`src/rtl/mem_arbiter.sv`:
```
// mem_arbiter: lets an instruction port and a data port share one memory bus.
// Only one bus transaction is outstanding at a time. The bus is granted in IDLE.
// The data side is favoured until it has won STARVE_MAX address handshakes in a
// row while an instruction request was waiting. After that the instruction side
// is served.
module mem_arbiter #(
  parameter int STARVE_MAX = 3
) (
  input  logic        clk,
  input  logic        rst,
  // instruction side
  input  logic        inst_req,
  input  logic [31:0] inst_addr,
  output logic        inst_addr_ok,
  output logic        inst_data_ok,
  output logic [31:0] inst_rdata,
  // data side
  input  logic        data_req,
  input  logic        data_wr,
  input  logic [1:0]  data_size,
  input  logic [31:0] data_addr,
  input  logic [31:0] data_wdata,
  output logic        data_addr_ok,
  output logic        data_data_ok,
  output logic [31:0] data_rdata,
  // shared bus
  output logic        bus_req,
  output logic        bus_wr,
  output logic [1:0]  bus_size,
  output logic [31:0] bus_addr,
  output logic [31:0] bus_wdata,
  input  logic        bus_addr_ok,
  input  logic        bus_data_ok,
  input  logic [31:0] bus_rdata,
  output logic        busy
);

  localparam logic [1:0] STARVE_LIM = 2'(STARVE_MAX);

  typedef enum logic [2:0] {
    IDLE   = 3'd0,
    ADDR_I = 3'd1,
    ADDR_D = 3'd2,
    WAIT_I = 3'd3,
    WAIT_D = 3'd4
  } state_e;

  state_e     state_q, state_d;
  logic [1:0] starve_cnt_q, starve_cnt_d;
  logic       win_i, win_d;   // IDLE arbitration result
  logic       sel_i, sel_d;   // side currently presenting an address to the bus
  logic       inst_hs, data_hs;

  // State and starvation counter registers; reset abandons any transaction
  always_ff @(posedge clk or posedge rst) begin
    if (rst) begin
      state_q      <= IDLE;
      starve_cnt_q <= 2'd0;
    end else begin
      state_q      <= state_d;
      starve_cnt_q <= starve_cnt_d;
    end
  end

  // IDLE arbitration: data first unless it has starved the instruction side
  always_comb begin
    win_i = 1'b0;
    win_d = 1'b0;
    if (data_req && (starve_cnt_q < STARVE_LIM)) begin
      win_d = 1'b1;
    end else if (inst_req) begin
      win_i = 1'b1;
    end else if (data_req) begin
      win_d = 1'b1;
    end else begin
      win_i = 1'b0;
      win_d = 1'b0;
    end
  end

  // Which side drives the bus address phase this cycle (none while in reset)
  always_comb begin
    sel_i = 1'b0;
    sel_d = 1'b0;
    if (rst) begin
      sel_i = 1'b0;
      sel_d = 1'b0;
    end else begin
      case (state_q)
        IDLE: begin
          sel_i = win_i;
          sel_d = win_d;
        end
        ADDR_I:  sel_i = inst_req;
        ADDR_D:  sel_d = data_req;
        default: begin
          sel_i = 1'b0;
          sel_d = 1'b0;
        end
      endcase
    end
  end

  assign inst_hs = sel_i & bus_addr_ok;
  assign data_hs = sel_d & bus_addr_ok;

  // Next-state logic: lock the grant until the address handshake, then wait for data
  always_comb begin
    state_d = state_q;
    case (state_q)
      IDLE: begin
        if (win_d) begin
          state_d = bus_addr_ok ? WAIT_D : ADDR_D;
        end else if (win_i) begin
          state_d = bus_addr_ok ? WAIT_I : ADDR_I;
        end else begin
          state_d = IDLE;
        end
      end
      ADDR_I: begin
        if (!inst_req) begin
          state_d = IDLE;
        end else if (bus_addr_ok) begin
          state_d = WAIT_I;
        end else begin
          state_d = ADDR_I;
        end
      end
      ADDR_D: begin
        if (!data_req) begin
          state_d = IDLE;
        end else if (bus_addr_ok) begin
          state_d = WAIT_D;
        end else begin
          state_d = ADDR_D;
        end
      end
      WAIT_I:  state_d = bus_data_ok ? IDLE : WAIT_I;
      WAIT_D:  state_d = bus_data_ok ? IDLE : WAIT_D;
      default: state_d = IDLE;
    endcase
  end

  // Starvation counter: count data grants that bypass a waiting inst request
  always_comb begin
    starve_cnt_d = starve_cnt_q;
    if (inst_hs) begin
      starve_cnt_d = 2'd0;
    end else if (data_hs) begin
      if (!inst_req) begin
        starve_cnt_d = 2'd0;
      end else if (starve_cnt_q < STARVE_LIM) begin
        starve_cnt_d = starve_cnt_q + 2'd1;
      end else begin
        starve_cnt_d = STARVE_LIM;
      end
    end else begin
      starve_cnt_d = starve_cnt_q;
    end
  end

  // Output mux: bus fields from the selected side, zero when the bus is idle
  always_comb begin
    bus_req      = 1'b0;
    bus_wr       = 1'b0;
    bus_size     = 2'b00;
    bus_addr     = 32'd0;
    bus_wdata    = 32'd0;
    inst_addr_ok = inst_hs;
    data_addr_ok = data_hs;
    inst_data_ok = 1'b0;
    data_data_ok = 1'b0;
    if (sel_d) begin
      bus_req   = 1'b1;
      bus_wr    = data_wr;
      bus_size  = data_size;
      bus_addr  = data_addr;
      bus_wdata = data_wdata;
    end else if (sel_i) begin
      bus_req   = 1'b1;
      bus_wr    = 1'b0;
      bus_size  = 2'b10;
      bus_addr  = inst_addr;
      bus_wdata = 32'd0;
    end else begin
      bus_req   = 1'b0;
    end
    if (!rst && (state_q == WAIT_I)) begin
      inst_data_ok = bus_data_ok;
    end else if (!rst && (state_q == WAIT_D)) begin
      data_data_ok = bus_data_ok;
    end else begin
      inst_data_ok = 1'b0;
      data_data_ok = 1'b0;
    end
  end

  assign busy       = (state_q != IDLE);
  assign inst_rdata = bus_rdata;
  assign data_rdata = bus_rdata;

endmodule

```
`config.mk`:
```
export PLATFORM = sky130hd
export DESIGN_NAME = mem_arbiter
export DESIGN_NICKNAME = d
export VERILOG_FILES = /design/src/rtl/mem_arbiter.sv
export SDC_FILE = /design/constraint.sdc
export NUM_CORES = 1
export LEC_CHECK = 0
export BUFFER_PORTS_ARGS = -buffer_cell sky130_fd_sc_hd__buf_2
export CORE_AREA = 2 2 105 107
export DETAILED_ROUTE_END_ITERATION = 8
export DIE_AREA = 0 0 107 109
export MAX_ROUTING_LAYER = met4
export SYNTH_ARGS = -nofsm -noshare
export SYNTH_HDL_FRONTEND = slang
export SYNTH_SLANG_ARGS = --single-unit
```
`constraint.sdc`:
```
create_clock -name clk -period 3.57 [get_ports clk]
set_input_delay 0.5355 -clock clk [delete_from_list [all_inputs] [get_ports clk]]
set_output_delay 0.5355 -clock clk [all_outputs]
set_load 0.02 [all_outputs]
```
==> results of run 1 <==
[registers in the layout, indices dropped and copies added, names as in the netlist]
name,flops
starve_cnt_q,2
state_q,3
[power by group through the flow]
stage          Combinational (W)  Clock (W)  Sequential, W
6_report                0.000679   0.000105       0.000129
3_5_place_dp            0.000687          0       0.000129
2_1_floorplan           0.000571          0       0.000118
3_3_place_gp            0.000675          0       0.000127
5_1_grt                 0.000738   0.000114       0.000137
4_1_cts                 0.000689   0.000109       0.000128
[kinds of logic after synthesis]
| kind of cell | count (synthesis) | synth area share |
|---|---|---|
| AOI/OAI and AO/OA | 44 | 0.261 |
| buffers and inverters | 78 | 0.401 |
| DFF | 5 | 0.0883 |
| muxes | 1 | 0.00707 |
| and+or+nand+nor | 58 | 0.243 |
[worst max-delay path: stages (launching register included)]
cell	delay, ps
dfrtp_1	440
or4b_4	590
a31oi_4	160
buf_4	360
a22o_1	220
buf_2	170
[Yosys cell counts]
master / count
nor4_1: 1
clkbuf_1: 4
buf_2: 4
or3_1: 1
a32o_1: 1
inv_1: 3
and4_1: 1
a22o_1: 33
a31oi_1: 1
a21boi_0: 1
nand2b_1: 2
a21oi_1: 3
nand3_1: 1
nor2b_1: 2
buf_4: 64
and2_1: 36
buf_8: 2
mux2i_1: 1
nand3b_1: 1
o21ai_0: 4
dfrtp_1: 5
nor2_1: 2
or4b_4: 1
a31oi_4: 1
nand2_1: 9
nor3_1: 1
buf_6: 1
[final cells by class]
type,count,share of cell area
sequential,5,0.0629
timing repair buffer,180,0.457
inverter,3,0.00566
clock buffer,4,0.0227
multi-input combinational,103,0.364
tap,140,0.0881
[stage by stage]
| stage | util | instances | hold WS, ps | power (W) | cell area (um^2) |
|---|---|---|---|---|---|
| 6_report | 0.188 | 435 | 236 | 0.000913 | 1990 |
| 5_1_grt | 0.188 | 435 | 250 | 0.000989 | 1990 |
| 2_1_floorplan | - | 186 | 314 | 0.000689 | 1420 |
| 4_1_cts | 0.188 | 435 | 238 | 0.000926 | 1990 |
| 3_3_place_gp | 0.183 | 431 | 469 | 0.000802 | 1940 |
| 3_5_place_dp | 0.183 | 431 | 476 | 0.000816 | 1940 |
[final timing paths]
check | slack [ps] | depth (start not counted) | startpoint | to
max | 850 | 5 | state_q[2] | bus_addr[21]
min | 240 | 2 | rst | state_q[1]
max reg2reg | 1940 | 4 | state_q[2] | starve_cnt_q[1]
min reg2reg | 560 | 1 | state_q[2] | state_q[1]
max in group asynchronous | 3160 | 2 | rst | starve_cnt_q[0]
min in group clk | 560 | 1 | state_q[2] | state_q[1]
[per-layer routing]
metal  up-vias  wire [um]  track usage
met2        94       2720        0.141
met5         -          0            -
li1        792          -            -
met1       718       2000       0.0860
met4         0         93       0.0371
met3        12        707       0.0395
==> report_table.html, run 1 <==
<table>
<tr><th>Metric</th><th>Value</th></tr>
<tr><th colspan="2">Setup path</th></tr>
<tr><td>Element type at the critical path end</td><td>primary output</td></tr>
<tr><td>Largest fanout of any net on the critical path</td><td>38</td></tr>
<tr><td>Type of element launching the critical path</td><td>flip-flop</td></tr>
<tr><td>Required time of the worst setup path</td><td>3030 ps</td></tr>
<tr><td>Worst setup path category</td><td>reg -&gt; out</td></tr>
<tr><td>WP data arrival</td><td>2180 ps</td></tr>
<tr><th colspan="2">Finish</th></tr>
<tr><td>Most frequent standard cell in the layout excluding fill and tap cells</td><td>buf_2</td></tr>
<tr><td>Area growth syn-to-layout</td><td>40.4%</td></tr>
<tr><td>Most frequent cells in the layout</td><td>177 x buf_2, 36 x and2_1, 33 x a22o_1</td></tr>
<tr><td>Combined area of the multi-input logic cells</td><td>723 um^2</td></tr>
<tr><td>FF/Latch Area</td><td>125 um^2</td></tr>
<tr><td>ANT cells</td><td>0</td></tr>
<tr><td>Filler instances</td><td>1205</td></tr>
<tr><td>Share of final-layout standard cells stronger than drive strength 1</td><td>0.627</td></tr>
<tr><td>Final layout net count</td><td>433</td></tr>
<tr><th colspan="2">STA</th></tr>
<tr><td>Final sum of negative setup slack</td><td>0 ps</td></tr>
<tr><td>Worst Skew</td><td>0.466 ps</td></tr>
<tr><td>Worst-Margin Slew</td><td>371 ps</td></tr>
<tr><td>RSZ-0062 raised after global routing</td><td>no</td></tr>
<tr><td>Share of the clock period used by the worst path after layout</td><td>0.762</td></tr>
<tr><td>Final Hold Violating Endpoints</td><td>0</td></tr>
<tr><td>Final setup fails</td><td>0</td></tr>
<tr><td>Smallest setup slack after layout</td><td>851 ps</td></tr>
<tr><td>Final period demand of the worst path</td><td>2720 ps</td></tr>
<tr><td>Max Slew Vio Count</td><td>0</td></tr>
<tr><td>Worst relative slew slack</td><td>0.753</td></tr>
<tr><td>Timing-limited maximum frequency</td><td>368 MHz</td></tr>
<tr><th colspan="2">Clock network</th></tr>
<tr><td>Setup Fix Bufs, Post-CTS</td><td>0</td></tr>
<tr><td>Clock insertion delay at the later pin of the skew report</td><td>220 ps</td></tr>
<tr><td>Hold Buf Count CTS</td><td>0</td></tr>
<tr><td>Cell at the root of the clock tree</td><td>clkbuf_8</td></tr>
<tr><td>Total clock buffers created by CTS</td><td>3</td></tr>
<tr><td>H-tree depth</td><td>1</td></tr>
<tr><td>CTS sink cnt</td><td>5</td></tr>
<tr><td>Resized Gates After CTS</td><td>0</td></tr>
<tr><td>CTS tree</td><td>built</td></tr>
<tr><td>Maximum number of buffers from clock root to sink</td><td>2</td></tr>
<tr><td>CTS clock-pin slew for the worst setup and hold paths</td><td>30 ps</td></tr>
<tr><th colspan="2">Power</th></tr>
<tr><td>Combinational Power Share</td><td>0.744</td></tr>
<tr><td>Sequential share of power</td><td>0.141</td></tr>
<tr><td>LEAKAGE</td><td>1.20 nW</td></tr>
<tr><td>Worst IR Drop VDD</td><td>0.000108 V</td></tr>
<tr><td>Switching power share of the total</td><td>0.527</td></tr>
<tr><td>Cell-internal power</td><td>0.000432 W</td></tr>
<tr><td>Switching Power</td><td>0.000481 W</td></tr>
<tr><td>Power Density</td><td>459 nW/um^2</td></tr>
<tr><td>Portion of total power attributed to the clock network</td><td>0.115</td></tr>
<tr><th colspan="2">Synthesis</th></tr>
<tr><td>Post-synthesis sequential element count</td><td>5</td></tr>
<tr><td>Netlist cell types</td><td>27</td></tr>
<tr><td>Sequential element share of the synthesized area</td><td>0.0883</td></tr>
<tr><td>Gate count of the mapped netlist</td><td>186</td></tr>
<tr><td>Largest cells by area after synthesis</td><td>buf_4 34%, a22o_1 20%, and2_1 16%, dfrtp_1 8.8%, nand2_1 2.4%</td></tr>
<tr><td>Syn. warnings</td><td>0</td></tr>
<tr><td>Synth Net Count</td><td>323</td></tr>
<tr><td>Area fraction of the dominant cell type after synthesis</td><td>0.339</td></tr>
<tr><td>Cell type with the largest total area after synthesis</td><td>buf_4</td></tr>
<tr><td>Syn avg cell area</td><td>7.61 um^2</td></tr>
<tr><td>Area of the mapped netlist</td><td>1420 um^2</td></tr>
<tr><th colspan="2">GRT</th></tr>
<tr><td>Number of global-route vias before repair</td><td>1514</td></tr>
<tr><td>Wire length of the first global-routing pass</td><td>7450 um</td></tr>
<tr><td>Total gr overflow</td><td>0</td></tr>
<tr><td>Overall fraction of global-route tracks in use</td><td>0.0848</td></tr>
<tr><td>Initial antenna violation count</td><td>0</td></tr>
<tr><td>Largest net degree at the start of global routing</td><td>39</td></tr>
<tr><th colspan="2">Floorplan</th></tr>
<tr><td>Number of ports placed on the die boundary</td><td>274</td></tr>
<tr><td>Number of core rows</td><td>38</td></tr>
<tr><td>Chip width</td><td>107 um</td></tr>
<tr><td>Die Y-Extent</td><td>109 um</td></tr>
<tr><td>CORE AREA</td><td>10600 um^2</td></tr>
<tr><td>Die outline area</td><td>11700 um^2</td></tr>
<tr><td>Initial core utilization</td><td>0.134</td></tr>
<tr><th colspan="2">Place</th></tr>
<tr><td>Number of port buffers</td><td>177</td></tr>
<tr><td>HPWL after detailed placement</td><td>4750 um</td></tr>
<tr><td>Routability Congestion</td><td>0.684</td></tr>
<tr><td>Post-Place Setup Slack</td><td>920 ps</td></tr>
<tr><th colspan="2">Drt</th></tr>
<tr><td>Vias</td><td>1616</td></tr>
<tr><td>Routed wire length per instance</td><td>12.7 um</td></tr>
<tr><td>Residual DRC count</td><td>0</td></tr>
<tr><td>Post-Route WL</td><td>5530 um</td></tr>
<tr><td>Drt initial violations</td><td>31</td></tr>
<tr><td>Detailed-routing iteration count for the pre-antenna-repair pass</td><td>4</td></tr>
<tr><td>Post-detailed-route count of antenna-violating nets</td><td>0</td></tr>
<tr><td>Vias per Instance</td><td>3.71</td></tr>
<tr><th colspan="2">Flow run</th></tr>
<tr><td>Max-capacitance violation count</td><td>0</td></tr>
<tr><th colspan="2">Run status</th></tr>
<tr><td>Result of the run</td><td>complete, no violations</td></tr>
<tr><th colspan="2">Worst hold path</th></tr>
<tr><td>Worst hold path class</td><td>in -&gt; async</td></tr>
</table>
No activity file was read; power rests on OpenSTA's default activity.
==> run 2: changes to the inputs <==
--- a/config.mk
+++ b/config.mk
@@ -5,6 +5,7 @@
 export SDC_FILE = /design/constraint.sdc
 export NUM_CORES = 1
 export LEC_CHECK = 0
+export ABC_AREA = 1
 export BUFFER_PORTS_ARGS = -buffer_cell sky130_fd_sc_hd__buf_2
 export CORE_AREA = 2 2 105 107
 export DETAILED_ROUTE_END_ITERATION = 8
==> constraint.sdc (replaced) <==
create_clock -name clk -period 2.3 [get_ports clk]
set_input_delay 0.345 -clock clk [delete_from_list [all_inputs] [get_ports clk]]
set_output_delay 0.345 -clock clk [all_outputs]
set_load 0.02 [all_outputs]
==> report_table.html, run 2 <==
<table>
<tr><th>Metric</th><th>Value</th></tr>
<tr><th colspan="2">Clock network</th></tr>
<tr><td>CTS sink cnt</td><td>5</td></tr>
<tr><td>Setup Fix Bufs, Post-CTS</td><td>0</td></tr>
<tr><td>CTS clock-pin slew for the worst setup and hold paths</td><td>30 ps</td></tr>
<tr><td>Hold Buf Count CTS</td><td>0</td></tr>
<tr><td>CTS tree</td><td>built</td></tr>
<tr><td>Total clock buffers created by CTS</td><td>3</td></tr>
<tr><td>Clock insertion delay at the later pin of the skew report</td><td>220 ps</td></tr>
<tr><td>H-tree depth</td><td>1</td></tr>
<tr><td>Cell at the root of the clock tree</td><td>clkbuf_8</td></tr>
<tr><td>Resized Gates After CTS</td><td>0</td></tr>
<tr><td>Maximum number of buffers from clock root to sink</td><td>2</td></tr>
<tr><th colspan="2">Synthesis</th></tr>
<tr><td>Netlist cell types</td><td>21</td></tr>
<tr><td>Syn. warnings</td><td>0</td></tr>
<tr><td>Top cells by count, synth</td><td>108 x inv_1, 64 x buf_4, 45 x nor2_1</td></tr>
<tr><td>Syn avg cell area</td><td>5.49 um^2</td></tr>
<tr><td>Commonest register cell after synthesis</td><td>dfrtp_1</td></tr>
<tr><td>Area fraction of the dominant cell type after synthesis</td><td>0.289</td></tr>
<tr><td>Synth Net Count</td><td>440</td></tr>
<tr><td>Post-synthesis sequential element count</td><td>5</td></tr>
<tr><td>Area of the mapped netlist</td><td>1660 um^2</td></tr>
<tr><td>Sequential element share of the synthesized area</td><td>0.0752</td></tr>
<tr><td>Most common cell in the netlist</td><td>inv_1</td></tr>
<tr><td>FFs w/ async S/R, synth</td><td>1.00</td></tr>
<tr><td>Number of enable flip-flop cells after synthesis</td><td>0</td></tr>
<tr><td>Largest cells by area after synthesis</td><td>buf_4 29%, inv_1 24%, o22ai_1 12%, nor2_1 10%, dfrtp_1 7.5%</td></tr>
<tr><td>Gate count of the mapped netlist</td><td>303</td></tr>
<tr><td>Cell type with the largest total area after synthesis</td><td>buf_4</td></tr>
<tr><th colspan="2">Power</th></tr>
<tr><td>Worst IR Drop VDD</td><td>0.000264 V</td></tr>
<tr><td>Portion of total power attributed to the clock network</td><td>0.126</td></tr>
<tr><td>Power Density</td><td>560 nW/um^2</td></tr>
<tr><td>Switching Power</td><td>0.000682 W</td></tr>
<tr><td>Sequential share of power</td><td>0.138</td></tr>
<tr><td>LEAKAGE</td><td>1.71 nW</td></tr>
<tr><td>Cell-internal power</td><td>0.000583 W</td></tr>
<tr><td>Combinational Power Share</td><td>0.735</td></tr>
<tr><td>Switching power share of the total</td><td>0.539</td></tr>
<tr><th colspan="2">Place</th></tr>
<tr><td>Number of port buffers</td><td>177</td></tr>
<tr><td>Post-Place Setup Slack</td><td>479 ps</td></tr>
<tr><td>HPWL after detailed placement</td><td>4410 um</td></tr>
<tr><td>Placed cell count</td><td>551</td></tr>
<tr><td>Routability Congestion</td><td>0.814</td></tr>
<tr><td>Cell area after placement</td><td>2210 um^2</td></tr>
<tr><th colspan="2">Finish</th></tr>
<tr><td>Final layout net count</td><td>553</td></tr>
<tr><td>Share of final-layout standard cells stronger than drive strength 1</td><td>0.458</td></tr>
<tr><td>Area growth syn-to-layout</td><td>35.8%</td></tr>
<tr><td>Most frequent cells in the layout</td><td>177 x buf_2, 108 x inv_1, 45 x nor2_1</td></tr>
<tr><td>Non-filler cells in the finished layout</td><td>555</td></tr>
<tr><td>Register with the most flip-flops</td><td>state_q</td></tr>
<tr><td>Largest registers</td><td>state_q: 3 flops, starve_cnt_q: 2 flops</td></tr>
<tr><td>Most frequent standard cell in the layout excluding fill and tap cells</td><td>buf_2</td></tr>
<tr><td>Layout Cell Area excl Fill</td><td>2260 um^2</td></tr>
<tr><td>ANT cells</td><td>0</td></tr>
<tr><td>Flip-flop count of the largest register, all copies and words added</td><td>3</td></tr>
<tr><th colspan="2">Drt</th></tr>
<tr><td>Post-detailed-route count of antenna-violating nets</td><td>0</td></tr>
<tr><td>Post-Route WL</td><td>5130 um</td></tr>
<tr><td>Vias per Instance</td><td>3.56</td></tr>
<tr><td>Routed wire length per instance</td><td>9.24 um</td></tr>
<tr><td>Residual DRC count</td><td>0</td></tr>
<tr><td>Drt initial violations</td><td>53</td></tr>
<tr><td>Detailed-routing iteration count for the pre-antenna-repair pass</td><td>4</td></tr>
<tr><td>Vias</td><td>1978</td></tr>
<tr><th colspan="2">Floorplan</th></tr>
<tr><td>Number of ports placed on the die boundary</td><td>274</td></tr>
<tr><td>Chip width</td><td>107 um</td></tr>
<tr><td>Die Y-Extent</td><td>109 um</td></tr>
<tr><td>Die outline area</td><td>11700 um^2</td></tr>
<tr><td>Initial core utilization</td><td>0.157</td></tr>
<tr><td>Number of core rows</td><td>38</td></tr>
<tr><td>CORE AREA</td><td>10600 um^2</td></tr>
<tr><th colspan="2">Setup path</th></tr>
<tr><td>WP data arrival</td><td>1680 ps</td></tr>
<tr><td>Type of element launching the critical path</td><td>flip-flop</td></tr>
<tr><td>Element type at the critical path end</td><td>primary output</td></tr>
<tr><td>Critical path's slowest cell</td><td>dfrtp_1</td></tr>
<tr><td>Number of buffers and inverters on the critical path</td><td>2</td></tr>
<tr><td>Worst setup path category</td><td>reg -&gt; out</td></tr>
<tr><td>Largest fanout of any net on the critical path</td><td>13</td></tr>
<tr><td>Required time of the worst setup path</td><td>1960 ps</td></tr>
<tr><td>Cell chain of the critical path</td><td>nor3_2 &gt; nand3_2 &gt; buf_4 &gt; o22ai_1 &gt; buf_2</td></tr>
<tr><td>Critical path's largest stage delay</td><td>440 ps</td></tr>
<tr><td>Largest delay share family, worst path</td><td>flip-flops</td></tr>
<tr><th colspan="2">GRT</th></tr>
<tr><td>Met1 capacity usage during global routing</td><td>0.0835</td></tr>
<tr><td>Total gr overflow</td><td>0</td></tr>
<tr><td>GR Layer Usage met3</td><td>0.0263</td></tr>
<tr><td>Met2 track utilization from global routing</td><td>0.132</td></tr>
<tr><td>Largest net degree at the start of global routing</td><td>44</td></tr>
<tr><td>Routing layer with the top usage in global route</td><td>met2</td></tr>
<tr><td>Initial antenna violation count</td><td>0</td></tr>
<tr><td>Number of global-route vias before repair</td><td>1684</td></tr>
<tr><td>Wire length of the first global-routing pass</td><td>7310 um</td></tr>
<tr><td>Overall fraction of global-route tracks in use</td><td>0.0778</td></tr>
<tr><th colspan="2">STA</th></tr>
<tr><td>Hold WS</td><td>152 ps</td></tr>
<tr><td>Share of the clock period used by the worst path after layout</td><td>0.880</td></tr>
<tr><td>Final Hold Violating Endpoints</td><td>0</td></tr>
<tr><td>Final period demand of the worst path</td><td>2020 ps</td></tr>
<tr><td>Final sum of negative setup slack</td><td>0 ps</td></tr>
<tr><td>Worst relative slew slack</td><td>0.825</td></tr>
<tr><td>Final setup fails</td><td>0</td></tr>
<tr><td>Max Slew Vio Count</td><td>0</td></tr>
<tr><td>Worst Skew</td><td>1.31 ps</td></tr>
<tr><td>RSZ-0062 raised after global routing</td><td>no</td></tr>
<tr><td>Smallest setup slack after layout</td><td>276 ps</td></tr>
<tr><td>Worst-Margin Slew</td><td>263 ps</td></tr>
<tr><td>Timing-limited maximum frequency</td><td>494 MHz</td></tr>
<tr><th colspan="2">Run status</th></tr>
<tr><td>Result of the run</td><td>complete, no violations</td></tr>
<tr><th colspan="2">Worst hold path</th></tr>
<tr><td>Worst hold path class</td><td>in -&gt; async</td></tr>
<tr><th colspan="2">Flow run</th></tr>
<tr><td>Max-capacitance violation count</td><td>0</td></tr>
</table>
==> run 2: final cells by class <==
type / instances / area, um^2
fill: 1239 / 8340
timing repair buffer: 182 / 936
multi-input combinational: 115 / 569
inverter: 109 / 409
tap: 140 / 175
sequential: 5 / 125
clock buffer: 4 / 45.0
==> run 2: path summary, 6_finish.rpt <==
kind                              endpoint  slack, ps  cells after the start             from
setup / recovery               bus_addr[1]        280                      5       state_q[2]
hold reg to reg            starve_cnt_q[0]        550                      2  starve_cnt_q[0]
max in group asynchronous       state_q[1]       2030                      3              rst
hold / removal             starve_cnt_q[1]        150                      3              rst
setup reg to reg           starve_cnt_q[1]        890                      6       state_q[2]
min in group clk                state_q[0]        380                      2      bus_data_ok
==> run 2: cells by family after synthesis <==
family / share of synthesized area
buffers and inverters: 0.583
and+or+nand+nor: 0.198
AOI/OAI and AO/OA: 0.144
DFF: 0.0752
==> run 2: power groups by stage <==
stage / Combinational, W / Sequential (W) / Clock [W]
6_report: 0.000930 / 0.000175 / 0.000160
5_1_grt: 0.00103 / 0.000180 / 0.000168
3_5_place_dp: 0.000937 / 0.000174 / 0
4_1_cts: 0.000941 / 0.000173 / 0.000165
3_3_place_gp: 0.000938 / 0.000174 / 0
2_1_floorplan: 0.000787 / 0.000164 / 0
==> run 2: per-layer routing <==
metal | share of wire | up-vias | wire length [um]
met3 | 0.12 | 23 | 622
li1 | - | 1038 | -
met4 | 0.026 | 0 | 131
met5 | 0 | - | 0
met1 | 0.38 | 792 | 1930
met2 | 0.48 | 125 | 2440
==> run 2: tightest hold or removal path, cell delays in order <==
cell	delay, ps
buf_2	100
clkinv_1	90
buf_4	170
==> run 2: through the flow <==
| stage | power (W) | util |
|---|---|---|
| after floorplan | 0.000950 | - |
| after global placement | 0.00111 | 0.209 |
| after detailed placement | 0.00111 | 0.209 |
| after CTS | 0.00128 | 0.213 |
| after global routing | 0.00138 | 0.213 |
| final | 0.00126 | 0.213 |
==> run 3: changes to the inputs <==
--- a/config.mk
+++ b/config.mk
@@ -11,6 +11,7 @@
 export DETAILED_ROUTE_END_ITERATION = 8
 export DIE_AREA = 0 0 107 109
 export MAX_ROUTING_LAYER = met4
+export RECOVER_POWER = 100
 export SYNTH_ARGS = -nofsm -noshare
 export SYNTH_HDL_FRONTEND = slang
 export SYNTH_SLANG_ARGS = --single-unit
==> report_table.html, run 3 (synthesis gave the netlist of run 2 again) <==
<table>
<tr><th>Metric</th><th>Value</th></tr>
<tr><th colspan="2">Run status</th></tr>
<tr><td>Result of the run</td><td>complete, no violations</td></tr>
<tr><th colspan="2">Clock network</th></tr>
<tr><td>Resized Gates After CTS</td><td>0</td></tr>
<tr><td>CTS sink cnt</td><td>5</td></tr>
<tr><td>Clock insertion delay at the later pin of the skew report</td><td>220 ps</td></tr>
<tr><td>Cell at the root of the clock tree</td><td>clkbuf_8</td></tr>
<tr><td>CTS clock-pin slew for the worst setup and hold paths</td><td>30 ps</td></tr>
<tr><td>CTS tree</td><td>built</td></tr>
<tr><td>Hold Buf Count CTS</td><td>0</td></tr>
<tr><td>H-tree depth</td><td>1</td></tr>
<tr><td>Total clock buffers created by CTS</td><td>3</td></tr>
<tr><td>Maximum number of buffers from clock root to sink</td><td>2</td></tr>
<tr><td>Setup Fix Bufs, Post-CTS</td><td>0</td></tr>
<tr><th colspan="2">STA</th></tr>
<tr><td>Max Slew Vio Count</td><td>0</td></tr>
<tr><td>Final period demand of the worst path</td><td>2090 ps</td></tr>
<tr><td>Worst-Margin Slew</td><td>390 ps</td></tr>
<tr><td>Timing-limited maximum frequency</td><td>478 MHz</td></tr>
<tr><td>Final sum of negative setup slack</td><td>0 ps</td></tr>
<tr><td>Share of the clock period used by the worst path after layout</td><td>0.909</td></tr>
<tr><td>Worst relative slew slack</td><td>0.740</td></tr>
<tr><td>Final setup fails</td><td>0</td></tr>
<tr><td>Final Hold Violating Endpoints</td><td>0</td></tr>
<tr><td>Worst Skew</td><td>1.16 ps</td></tr>
<tr><td>RSZ-0062 raised after global routing</td><td>no</td></tr>
<tr><th colspan="2">Setup path</th></tr>
<tr><td>WP data arrival</td><td>1750 ps</td></tr>
<tr><td>Worst setup path category</td><td>reg -&gt; out</td></tr>
<tr><td>Cell chain of the critical path</td><td>nor3_2 &gt; nand3_2 &gt; buf_4 &gt; o22ai_1 &gt; clkbuf_1</td></tr>
<tr><td>Element type at the critical path end</td><td>primary output</td></tr>
<tr><td>Critical path's largest stage delay</td><td>440 ps</td></tr>
<tr><td>Setup slack of the most critical reg-to-reg path</td><td>860 ps</td></tr>
<tr><td>Type of element launching the critical path</td><td>flip-flop</td></tr>
<tr><td>Required time of the worst setup path</td><td>1960 ps</td></tr>
<tr><td>Critical path's slowest cell</td><td>dfrtp_1</td></tr>
<tr><td>Largest fanout of any net on the critical path</td><td>13</td></tr>
<tr><th colspan="2">Finish</th></tr>
<tr><td>Register with the most flip-flops</td><td>state_q</td></tr>
<tr><td>Flip-flop count of the largest register, all copies and words added</td><td>3</td></tr>
<tr><td>Layout Cell Area excl Fill</td><td>2160 um^2</td></tr>
<tr><td>Final layout net count</td><td>553</td></tr>
<tr><td>Share of final-layout standard cells stronger than drive strength 1</td><td>0.284</td></tr>
<tr><td>Most frequent standard cell in the layout excluding fill and tap cells</td><td>inv_1</td></tr>
<tr><td>Largest registers</td><td>state_q: 3 flops, starve_cnt_q: 2 flops</td></tr>
<tr><td>Most frequent cells in the layout</td><td>108 x inv_1, 107 x buf_2, 72 x clkbuf_1</td></tr>
<tr><td>ANT cells</td><td>0</td></tr>
<tr><td>Area growth syn-to-layout</td><td>30.0%</td></tr>
<tr><td>Post-route core utilization</td><td>0.204</td></tr>
<tr><th colspan="2">Floorplan</th></tr>
<tr><td>Die outline area</td><td>11700 um^2</td></tr>
<tr><td>Number of ports placed on the die boundary</td><td>274</td></tr>
<tr><td>Initial core utilization</td><td>0.157</td></tr>
<tr><td>CORE AREA</td><td>10600 um^2</td></tr>
<tr><td>Chip width</td><td>107 um</td></tr>
<tr><td>Number of core rows</td><td>38</td></tr>
<tr><td>Die Y-Extent</td><td>109 um</td></tr>
<tr><th colspan="2">GRT</th></tr>
<tr><td>Initial antenna violation count</td><td>0</td></tr>
<tr><td>Number of global-route vias before repair</td><td>1684</td></tr>
<tr><td>Overall fraction of global-route tracks in use</td><td>0.0778</td></tr>
<tr><td>Wire length of the first global-routing pass</td><td>7310 um</td></tr>
<tr><td>Total gr overflow</td><td>0</td></tr>
<tr><td>Largest net degree at the start of global routing</td><td>44</td></tr>
<tr><th colspan="2">Power</th></tr>
<tr><td>Power Density</td><td>563 nW/um^2</td></tr>
<tr><td>Worst IR Drop VDD</td><td>0.000265 V</td></tr>
<tr><td>LEAKAGE</td><td>1.42 nW</td></tr>
<tr><td>Power Total</td><td>0.00122 W</td></tr>
<tr><th colspan="2">Drt</th></tr>
<tr><td>Vias per Instance</td><td>3.54</td></tr>
<tr><td>Vias</td><td>1966</td></tr>
<tr><td>Post-Route WL</td><td>5130 um</td></tr>
<tr><td>Routed wire length per instance</td><td>9.25 um</td></tr>
<tr><td>Post-detailed-route count of antenna-violating nets</td><td>0</td></tr>
<tr><td>Drt initial violations</td><td>63</td></tr>
<tr><td>Residual DRC count</td><td>0</td></tr>
<tr><td>Detailed-routing iteration count for the pre-antenna-repair pass</td><td>4</td></tr>
<tr><th colspan="2">Place</th></tr>
<tr><td>Number of port buffers</td><td>177</td></tr>
<tr><td>HPWL after detailed placement</td><td>4410 um</td></tr>
<tr><td>Routability Congestion</td><td>0.814</td></tr>
<tr><td>Cell area after placement</td><td>2210 um^2</td></tr>
<tr><th colspan="2">Flow run</th></tr>
<tr><td>Max-capacitance violation count</td><td>0</td></tr>
<tr><th colspan="2">Worst hold path</th></tr>
<tr><td>Worst hold path class</td><td>in -&gt; async</td></tr>
</table>
[run 3: cell count changes in the layout (fill, tap and decap cells not counted)]
cell / previous run / this run
clkbuf_1: 1 / 72
buf_2: 177 / 107
nand3_2: 2 / 1
buf_4: 4 / 3
nand3_1: 7 / 8
[run 3: layout make-up]
type,count,area [um^2]
Fill cell,1269,8440
Timing Repair Buffer,182,845
Multi-Input combinational cell,115,564
Inverter,109,409
Tap cell,140,175
Sequential cell,5,125
Clock buffer,4,45.0
[run 3: final timing paths]
check | endpoint | depth (start not counted) | from
setup / recovery | bus_addr[1] | 5 | state_q[2]
hold / removal | starve_cnt_q[1] | 3 | rst
setup reg to reg | starve_cnt_q[1] | 6 | state_q[2]
hold reg to reg | starve_cnt_q[0] | 2 | starve_cnt_q[0]
max in group asynchronous | state_q[1] | 3 | rst
min in group clk | state_q[0] | 2 | bus_data_ok
[run 3: metrics by stage]
stage / cells / hold slack, ps / setup slack [ps]
finish: 555 / 222 / 210
global route: 555 / 273 / 94.2
CTS: 555 / 150 / 256
detailed placement: 551 / 384 / 479
global placement: 551 / 391 / 462
floorplan: 303 / 138 / 555
[run 3: report_power, final]
part | leakage [nW] | internal [W] | switching, W
Clock | 0.0228 | 0.000119 | 0.0000409
Sequential | 0.0658 | 0.000124 | 0.0000500
Combinational | 1.33 | 0.000288 | 0.000596
[run 3: routing by layer]
metal	global-route usage	wire, um	up-vias	share of wire
li1	-	-	1037	-
met2	0.132	2440	120	0.48
met1	0.0835	1980	790	0.38
met5	-	0	-	0
met4	0.0325	127	0	0.025
met3	0.0263	591	19	0.12
[run 3: critical path, delay by kind of cell (launching register included)]
kind | cells | cell delay [ps]
buffers and inverters | 2 | 470
flip-flops | 1 | 440
AND/OR/NAND/NOR | 2 | 380
AO/OA/AOI/OAI | 1 | 220
